===== src/rtl/fm_sb_pkg.sv =====
// Shared types for the fast-monitoring spy-buffer controller: playback mode
// encoding, controller state encoding and the valid/data stream record.
package fm_sb_pkg;

  localparam int FM_PB_MODE_W  = 2;
  localparam int FM_MON_DW_MAX = 256;

  // Playback mode field as delivered by the FM_CTRL register block.
  typedef enum logic [FM_PB_MODE_W-1:0] {
    FM_PB_CAPTURE = 2'b00,
    FM_PB_ONCE    = 2'b01,
    FM_PB_LOOP    = 2'b10,
    FM_PB_HOLD    = 2'b11
  } fm_pb_mode_t;

  // Controller states.
  typedef enum logic [2:0] {
    FM_ST_IDLE    = 3'd0,
    FM_ST_CAPTURE = 3'd1,
    FM_ST_POST    = 3'd2,
    FM_ST_FROZEN  = 3'd3,
    FM_ST_PLAY    = 3'd4
  } fm_sb_ctrl_state_t;

  // Valid/data pair used by wrappers for the monitored and playback streams.
  typedef struct packed {
    logic                     vld;
    logic [FM_MON_DW_MAX-1:0] data;
  } fm_rt_t;

  // True for the two modes that replay buffer contents.
  function automatic logic fm_is_play(input fm_pb_mode_t m);
    return (m == FM_PB_ONCE) || (m == FM_PB_LOOP);
  endfunction

endpackage


===== src/rtl/fm_sb_ptr.sv =====
// AW-bit wrapping pointer/counter with synchronous clear and count enable.
// Wrap from 2**AW-1 to 0 is the natural modulo behaviour of the adder.
module fm_sb_ptr #(
  parameter int AW = 10
) (
  input  logic          clk,
  input  logic          rst,
  input  logic          clr,
  input  logic          en,
  output logic [AW-1:0] ptr
);

  // Clear has priority over increment so a pointer can be restarted mid-stream.
  always_ff @(posedge clk or posedge rst) begin
    if (rst) begin
      ptr <= '0;
    end else if (clr) begin
      ptr <= '0;
    end else if (en) begin
      ptr <= ptr + AW'(1);
    end
  end

endmodule


===== src/rtl/fm_sb_ctrl.sv =====
// Spy-buffer controller: writes the monitored stream into an external
// simple-dual-port RAM as a circular buffer, freezes a programmable number
// of words after a trigger, and replays the buffer once or in a loop.
module fm_sb_ctrl
  import fm_sb_pkg::*;
#(
  parameter int DW        = 256,
  parameter int AW        = 10,
  parameter int PB_MODE_W = 2
) (
  input  logic                 clk,
  input  logic                 rst,
  input  logic [PB_MODE_W-1:0] pb_mode,
  input  logic [AW-1:0]        post_trig_cnt,
  input  logic                 trig,
  input  logic                 rearm,
  input  logic [AW-1:0]        pb_len,
  input  logic [DW-1:0]        in_data,
  input  logic                 in_vld,
  output logic                 ram_we,
  output logic [AW-1:0]        ram_waddr,
  output logic [DW-1:0]        ram_wdata,
  output logic                 ram_re,
  output logic [AW-1:0]        ram_raddr,
  input  logic [DW-1:0]        ram_rdata,
  output logic [DW-1:0]        pb_data,
  output logic                 pb_vld,
  output logic                 frozen,
  output logic [AW-1:0]        trig_addr,
  output logic                 busy
);

  fm_sb_ctrl_state_t state_reg;
  fm_pb_mode_t       mode;
  fm_pb_mode_t       play_mode_reg;
  logic              once_done_reg;

  logic [AW-1:0] wptr;
  logic [AW-1:0] rptr;
  logic [AW-1:0] ptcnt;
  logic [AW-1:0] ptcnt_inc;

  logic wr_fire;
  logic rd_fire;
  logic rd_last;
  logic trig_take;
  logic post_hit;
  logic post_wr;
  logic rptr_clr;

  logic          ram_we_reg;
  logic [AW-1:0] ram_waddr_reg;
  logic [DW-1:0] ram_wdata_reg;
  logic          ram_re_reg;
  logic [AW-1:0] ram_raddr_reg;
  logic          pb_vld_reg;
  logic          frozen_reg;
  logic          busy_reg;
  logic [AW-1:0] trig_addr_reg;

  assign mode      = fm_pb_mode_t'(pb_mode);
  assign ptcnt_inc = ptcnt + AW'(1);

  // Per-cycle datapath decisions derived from the current state and inputs.
  always_comb begin
    wr_fire   = 1'b0;
    rd_fire   = 1'b0;
    trig_take = 1'b0;
    case (state_reg)
      FM_ST_CAPTURE: begin
        wr_fire   = in_vld && (mode == FM_PB_CAPTURE);
        trig_take = trig && (mode == FM_PB_CAPTURE);
      end
      // Post-trigger writes stop as soon as the programmed count is reached,
      // which also covers a zero count (no writes after the trigger word).
      FM_ST_POST: begin
        wr_fire = in_vld && (mode != FM_PB_HOLD) && (ptcnt != post_trig_cnt);
      end
      // A read is issued every cycle while the mode that started playback holds;
      // any mode change lets the last issued word drain and stops reading.
      FM_ST_PLAY: begin
        rd_fire = (mode == play_mode_reg);
      end
      default: begin
        wr_fire = 1'b0;
      end
    endcase
  end

  assign rd_last  = rd_fire && (rptr == pb_len);
  assign post_wr  = wr_fire && (state_reg == FM_ST_POST);
  assign post_hit = (ptcnt == post_trig_cnt) ||
                    (post_wr && (ptcnt_inc == post_trig_cnt));
  // The read pointer returns to 0 at the end of every pass and on abort, so
  // every playback burst starts at address 0.
  assign rptr_clr = (state_reg == FM_ST_PLAY) && (!rd_fire || rd_last);

  fm_sb_ptr #(.AW(AW)) u_wptr (
    .clk (clk),
    .rst (rst),
    .clr (1'b0),
    .en  (wr_fire),
    .ptr (wptr)
  );

  fm_sb_ptr #(.AW(AW)) u_ptcnt (
    .clk (clk),
    .rst (rst),
    .clr (trig_take),
    .en  (post_wr),
    .ptr (ptcnt)
  );

  fm_sb_ptr #(.AW(AW)) u_rptr (
    .clk (clk),
    .rst (rst),
    .clr (rptr_clr),
    .en  (rd_fire),
    .ptr (rptr)
  );

  // Controller state and registered outputs. frozen/busy trail the state by
  // one cycle so frozen never overlaps the final RAM write pulse.
  always_ff @(posedge clk or posedge rst) begin
    if (rst) begin
      state_reg     <= FM_ST_IDLE;
      play_mode_reg <= FM_PB_CAPTURE;
      once_done_reg <= 1'b0;
      ram_we_reg    <= 1'b0;
      ram_waddr_reg <= '0;
      ram_wdata_reg <= '0;
      ram_re_reg    <= 1'b0;
      ram_raddr_reg <= '0;
      pb_vld_reg    <= 1'b0;
      frozen_reg    <= 1'b0;
      busy_reg      <= 1'b0;
      trig_addr_reg <= '0;
    end else begin
      ram_we_reg <= wr_fire;
      if (wr_fire) begin
        ram_waddr_reg <= wptr;
        ram_wdata_reg <= in_data;
      end
      ram_re_reg <= rd_fire;
      if (rd_fire) begin
        ram_raddr_reg <= rptr;
      end
      pb_vld_reg <= ram_re_reg;
      frozen_reg <= (state_reg == FM_ST_FROZEN);
      busy_reg   <= !(state_reg inside {FM_ST_IDLE, FM_ST_FROZEN});

      // A completed single pass is not repeated until the mode leaves PLAY_ONCE.
      if (mode != FM_PB_ONCE) begin
        once_done_reg <= 1'b0;
      end

      case (state_reg)
        FM_ST_IDLE: begin
          if (mode == FM_PB_CAPTURE) begin
            state_reg <= FM_ST_CAPTURE;
          end else if ((mode == FM_PB_LOOP) ||
                       ((mode == FM_PB_ONCE) && !once_done_reg)) begin
            state_reg     <= FM_ST_PLAY;
            play_mode_reg <= mode;
          end
        end
        FM_ST_CAPTURE: begin
          if (mode != FM_PB_CAPTURE) begin
            state_reg <= FM_ST_IDLE;
          end else if (trig) begin
            trig_addr_reg <= wptr;
            state_reg     <= FM_ST_POST;
          end
        end
        FM_ST_POST: begin
          if (mode == FM_PB_HOLD) begin
            state_reg <= FM_ST_IDLE;
          end else if (post_hit) begin
            state_reg <= FM_ST_FROZEN;
          end
        end
        FM_ST_FROZEN: begin
          // rearm outranks both a coincident trig and a playback request.
          if (rearm) begin
            state_reg <= FM_ST_CAPTURE;
          end else if (fm_is_play(mode)) begin
            state_reg     <= FM_ST_PLAY;
            play_mode_reg <= mode;
          end
        end
        FM_ST_PLAY: begin
          if (!rd_fire) begin
            state_reg <= FM_ST_IDLE;
          end else if (rd_last && (play_mode_reg == FM_PB_ONCE)) begin
            state_reg     <= FM_ST_IDLE;
            once_done_reg <= 1'b1;
          end
        end
        default: begin
          state_reg <= FM_ST_IDLE;
        end
      endcase
    end
  end

  assign ram_we    = ram_we_reg;
  assign ram_waddr = ram_waddr_reg;
  assign ram_wdata = ram_wdata_reg;
  assign ram_re    = ram_re_reg;
  assign ram_raddr = ram_raddr_reg;
  assign pb_vld    = pb_vld_reg;
  // RAM read data arrives one cycle after ram_re, aligned with pb_vld; it is
  // gated so pb_data reads as zero whenever no playback word is valid.
  assign pb_data   = pb_vld_reg ? ram_rdata : '0;
  assign frozen    = frozen_reg;
  assign busy      = busy_reg;
  assign trig_addr = trig_addr_reg;

endmodule


===== config.mk =====
export PLATFORM = sky130hd
export DESIGN_NAME = fm_sb_ctrl
export DESIGN_NICKNAME = d
export VERILOG_FILES = /design/src/rtl/fm_sb_pkg.sv /design/src/rtl/fm_sb_ptr.sv /design/src/rtl/fm_sb_ctrl.sv
export SDC_FILE = /design/constraint.sdc
export NUM_CORES = 1
export LEC_CHECK = 0
export BUFFER_PORTS_ARGS = -buffer_cell sky130_fd_sc_hd__buf_2
export CAP_MARGIN = 5
export CORE_AREA = 2 2 426 428
export DETAILED_ROUTE_END_ITERATION = 12
export DIE_AREA = 0 0 428 430
export PLACE_DENSITY = 0.34
export SLEW_MARGIN = 40
export SYNTH_ARGS = -nofsm -noshare
export SYNTH_HDL_FRONTEND = slang
export SYNTH_SLANG_ARGS = --single-unit

===== constraint.sdc =====
create_clock -name clk -period 11.2 [get_ports clk]
set_input_delay 0.56 -clock clk [delete_from_list [all_inputs] [get_ports clk]]
set_output_delay 0.56 -clock clk [all_outputs]
set_load 0.05 [all_outputs]

==> flow_summary_export.csv <==
group,metric,value,unit
route,drc_errors,0,
sta,drv_slew,0,
pwr,peakVddDrop,0.193,mV
final_layout,area_growth,67.4,%
yosys,synth_edf_count,0,
placed_design,gp_congestion,0.916,
floorplanning,row_count,156,
route,wirelength,137,mm
sta,fin_crit_sh,39.9,%
yosys,ys.flop_type,"dfrtp_1",
sta,min_period,4.46,ns
final_layout,final_common_cell,"buf_2",
placed_design,place_hpwl,120,mm
critical_path,critPathMaxFanout,84,
sta,rsz0062_at_grt,"no",
route,top_layer,"met5",
critical_path,arrival,4.99,ns
floorplanning,floorplan.initialDensity,8.27,%
placed_design,numPortBuffers,1085,
yosys,ys_ff_latch,327,
clock_network,cts_hold_buffers,0,
global_routing,overflow,0,
status,outcome,"finished, final reports clean",
global_routing,antenna_found_initial,178,
critical_path,critPathBufInv,3,
critical_path,reg2reg_from,"u_ptcnt.ptr[4]$_DFFE_PP0P_",
route,via_per_inst,3.08,
flow_run,cap_violations,0,
final_layout,layout.cells.most_common_list,"1085 x buf_2, 326 x dfrtp_1, 260 x and2_1",
clock_network,cts_sinks,327,
clock_network,cts_buffer_depth,3,
pwr,leakagePower,12.5,nW
sta,tns,0,ns
pwr,power.density,305,nW/µm²
route,firstDrtPassIters,4,
yosys,synth_nets,1741,
floorplanning,die_w,428,µm
route,drt-met1-wl,39.7,mm
route,wl_per_cell,28.7,µm
yosys,syn-cell-area,14900,µm²
sta,setup_violations,0,
route,dr_wl_met2,76.8,mm
floorplanning,die_y,430,µm
yosys,syn_avg_cell_area,12.4,µm²
clock_network,root_buffer,"clkbuf_16",
sta,hold-worst-slack,0.0459,ns
route,via_count,14618,
global_routing,grt_usage,14.3,%
critical_path,crit_chain,"xor2_1 > or4_1 > o31a_1 > o21ai_4 > buf_4 > buf_12 > buf_16 > mux2_1",
clock_network,clkLatencyLatePin,0.64,ns
sta,skew,0.0223,ns
sta,finalHoldViolCount,0,
floorplanning,core-area,180000,µm²
clock_network,clk_transition_reported_paths,0.06,ns
yosys,seq_area_frac_synth,55.1,%
min_path,min_path_type,"in -> async",
global_routing,grt_pass1_vias,14472,
final_layout,nets,2812,
critical_path,worst_path_max_delay_cell,"buf_4",
final_layout,final_util,13.8,%
clock_network,htreeDepth,2,
critical_path,start_kind,"flop",
clock_network,cts-buffers-inserted,48,
sta,worstMarginPinSlew,0.776,ns
final_layout,multi_input_area,6240,µm²
clock_network,cts_setup_buffers,0,
route,antenna_left,0,
route,route.met3.wl,11.8,mm
global_routing,grt_pass1_wl,169,mm
floorplanning,die_area,184000,µm²
critical_path,slowest_delay,0.67,ns
yosys,synth.distinct_cells,48,
yosys,yosysWarningCount,0,
sta,slew-limit-headroom,48.2,%
yosys,syn_inst,1195,
final_layout,layout-drive-gt1-share,54.3,%
critical_path,startpoint,"u_ptcnt.ptr[4]$_DFFE_PP0P_",
critical_path,critical_path_class,"reg -> reg",
sta,fmax,0.224,GHz
final_layout,fillers,20623,
route,drt_iter0_drc,621,
critical_path,critPathTopFamily,"buffers and inverters",
clock_network,cts_tree,"yes",
final_layout,seq_area,8190,µm²
floorplanning,pin_count,1086,
critical_path,crit_required,11.72,ns
final_layout,largest_reg_flops,256,
yosys,async_reset_ff_share,100,%
clock_network,postCtsResizedCells,0,
global_routing,grt_max_degree,134,
critical_path,crit_path_end_kind,"flop",
cell type report:
| cell class | instances | share of cell area (%) |
|---|---|---|
| multi-input cells | 783 | 25.1 |
| flip-flops and latches | 327 | 32.9 |
| clock inverters | 19 | 1.06 |
| diodes | 77 | 0.774 |
| repair buffers | 1097 | 22.5 |
| well taps | 2370 | 11.9 |
| clock buffers | 71 | 5.62 |
| inverters | 9 | 0.166 |
final timing paths:
path                                               to  slack (ns)  cells after the start
setup / recovery           ram_wdata[215]$_DFFE_PP0N_        6.74                      8
hold / removal              ram_wdata[40]$_DFFE_PP0N_        0.05                      2
setup reg to reg           ram_wdata[215]$_DFFE_PP0N_        6.74                      8
hold reg to reg                      pb_vld$_DFF_PP0_        0.38                      0
max in group asynchronous  ram_wdata[215]$_DFFE_PP0N_        9.87                      4
min in group clk            ram_wdata[67]$_DFFE_PP0N_        0.12                      2
stage by stage:
stage / setup WS [ns] / cell area [µm²] / power [mW] / instances
floorplan: 1.59 / 14900 / 4.63 / 1195
global placement: 6.36 / 22900 / 6.03 / 4584
detailed placement: 6.43 / 23000 / 6.06 / 4585
CTS: 6.61 / 24700 / 7.78 / 4675
global route: 6.43 / 24800 / 7.98 / 4735
finish: 6.74 / 24900 / 7.59 / 4753
synthesized netlist by cell type (3+ instances only):
cell	instances	area share (%)
o31ai_1	5	0.25
mux2_2	68	5.2
buf_4	13	0.66
o21ai_0	11	0.37
nor4_1	4	0.17
nand3_1	15	0.51
or4_1	6	0.30
a31oi_1	7	0.29
a21oi_1	15	0.51
inv_1	8	0.20
buf_2	7	0.24
dfrtp_1	327	55
nor3_1	4	0.13
o211ai_1	6	0.30
nand2b_1	7	0.29
buf_6	12	0.91
and2_1	261	11
xnor2_1	17	1.0
clkbuf_1	44	1.1
nand4_1	5	0.21
ha_1	7	0.59
and3_1	7	0.29
nand2_1	69	1.7
a22o_1	3	0.18
o2111ai_1	3	0.18
mux2_1	202	15
or3_1	6	0.25
xor2_1	20	1.2
nor2_1	13	0.33
cells by family (layout without fill, tap and decap cells):
family / Yosys count / in the layout / share of synthesized area [%]
adder cells (fa/ha/maj): 7 / 7 / 0.589
flip-flops: 327 / 327 / 55.1
AO/OA/AOI/OAI: 62 / 62 / 2.80
other: 0 / 77 / 0
multiplexers: 270 / 270 / 20.5
XOR/XNOR: 37 / 37 / 2.18
AND/OR/NAND/NOR: 407 / 407 / 15.8
buffers and inverters: 85 / 1196 / 3.14
metal layers:
| layer | track usage (%) | vias up |
|---|---|---|
| li1 | - | 6282 |
| met1 | 12.1 | 7078 |
| met2 | 29.2 | 870 |
| met3 | 5.39 | 382 |
| met4 | 5.90 | 6 |
| met5 | 0 | - |
worst register-to-register path, delay by kind of cell, from the launching register on:
kind,cells,cell delay [ns]
buf+inv,3,1.46
compound gates,2,1.02
xor+xnor,1,0.21
mux,1,0.60
flops,1,0.46
simple gates,1,0.58
where the power goes:
group	switching (mW)	total, mW	internal [mW]
combinational	3.10	3.95	0.842
sequential	0.316	2.00	1.68
clock	0.679	1.64	0.964
total	4.10	7.59	3.49
(Power assumes the default switching activity.)
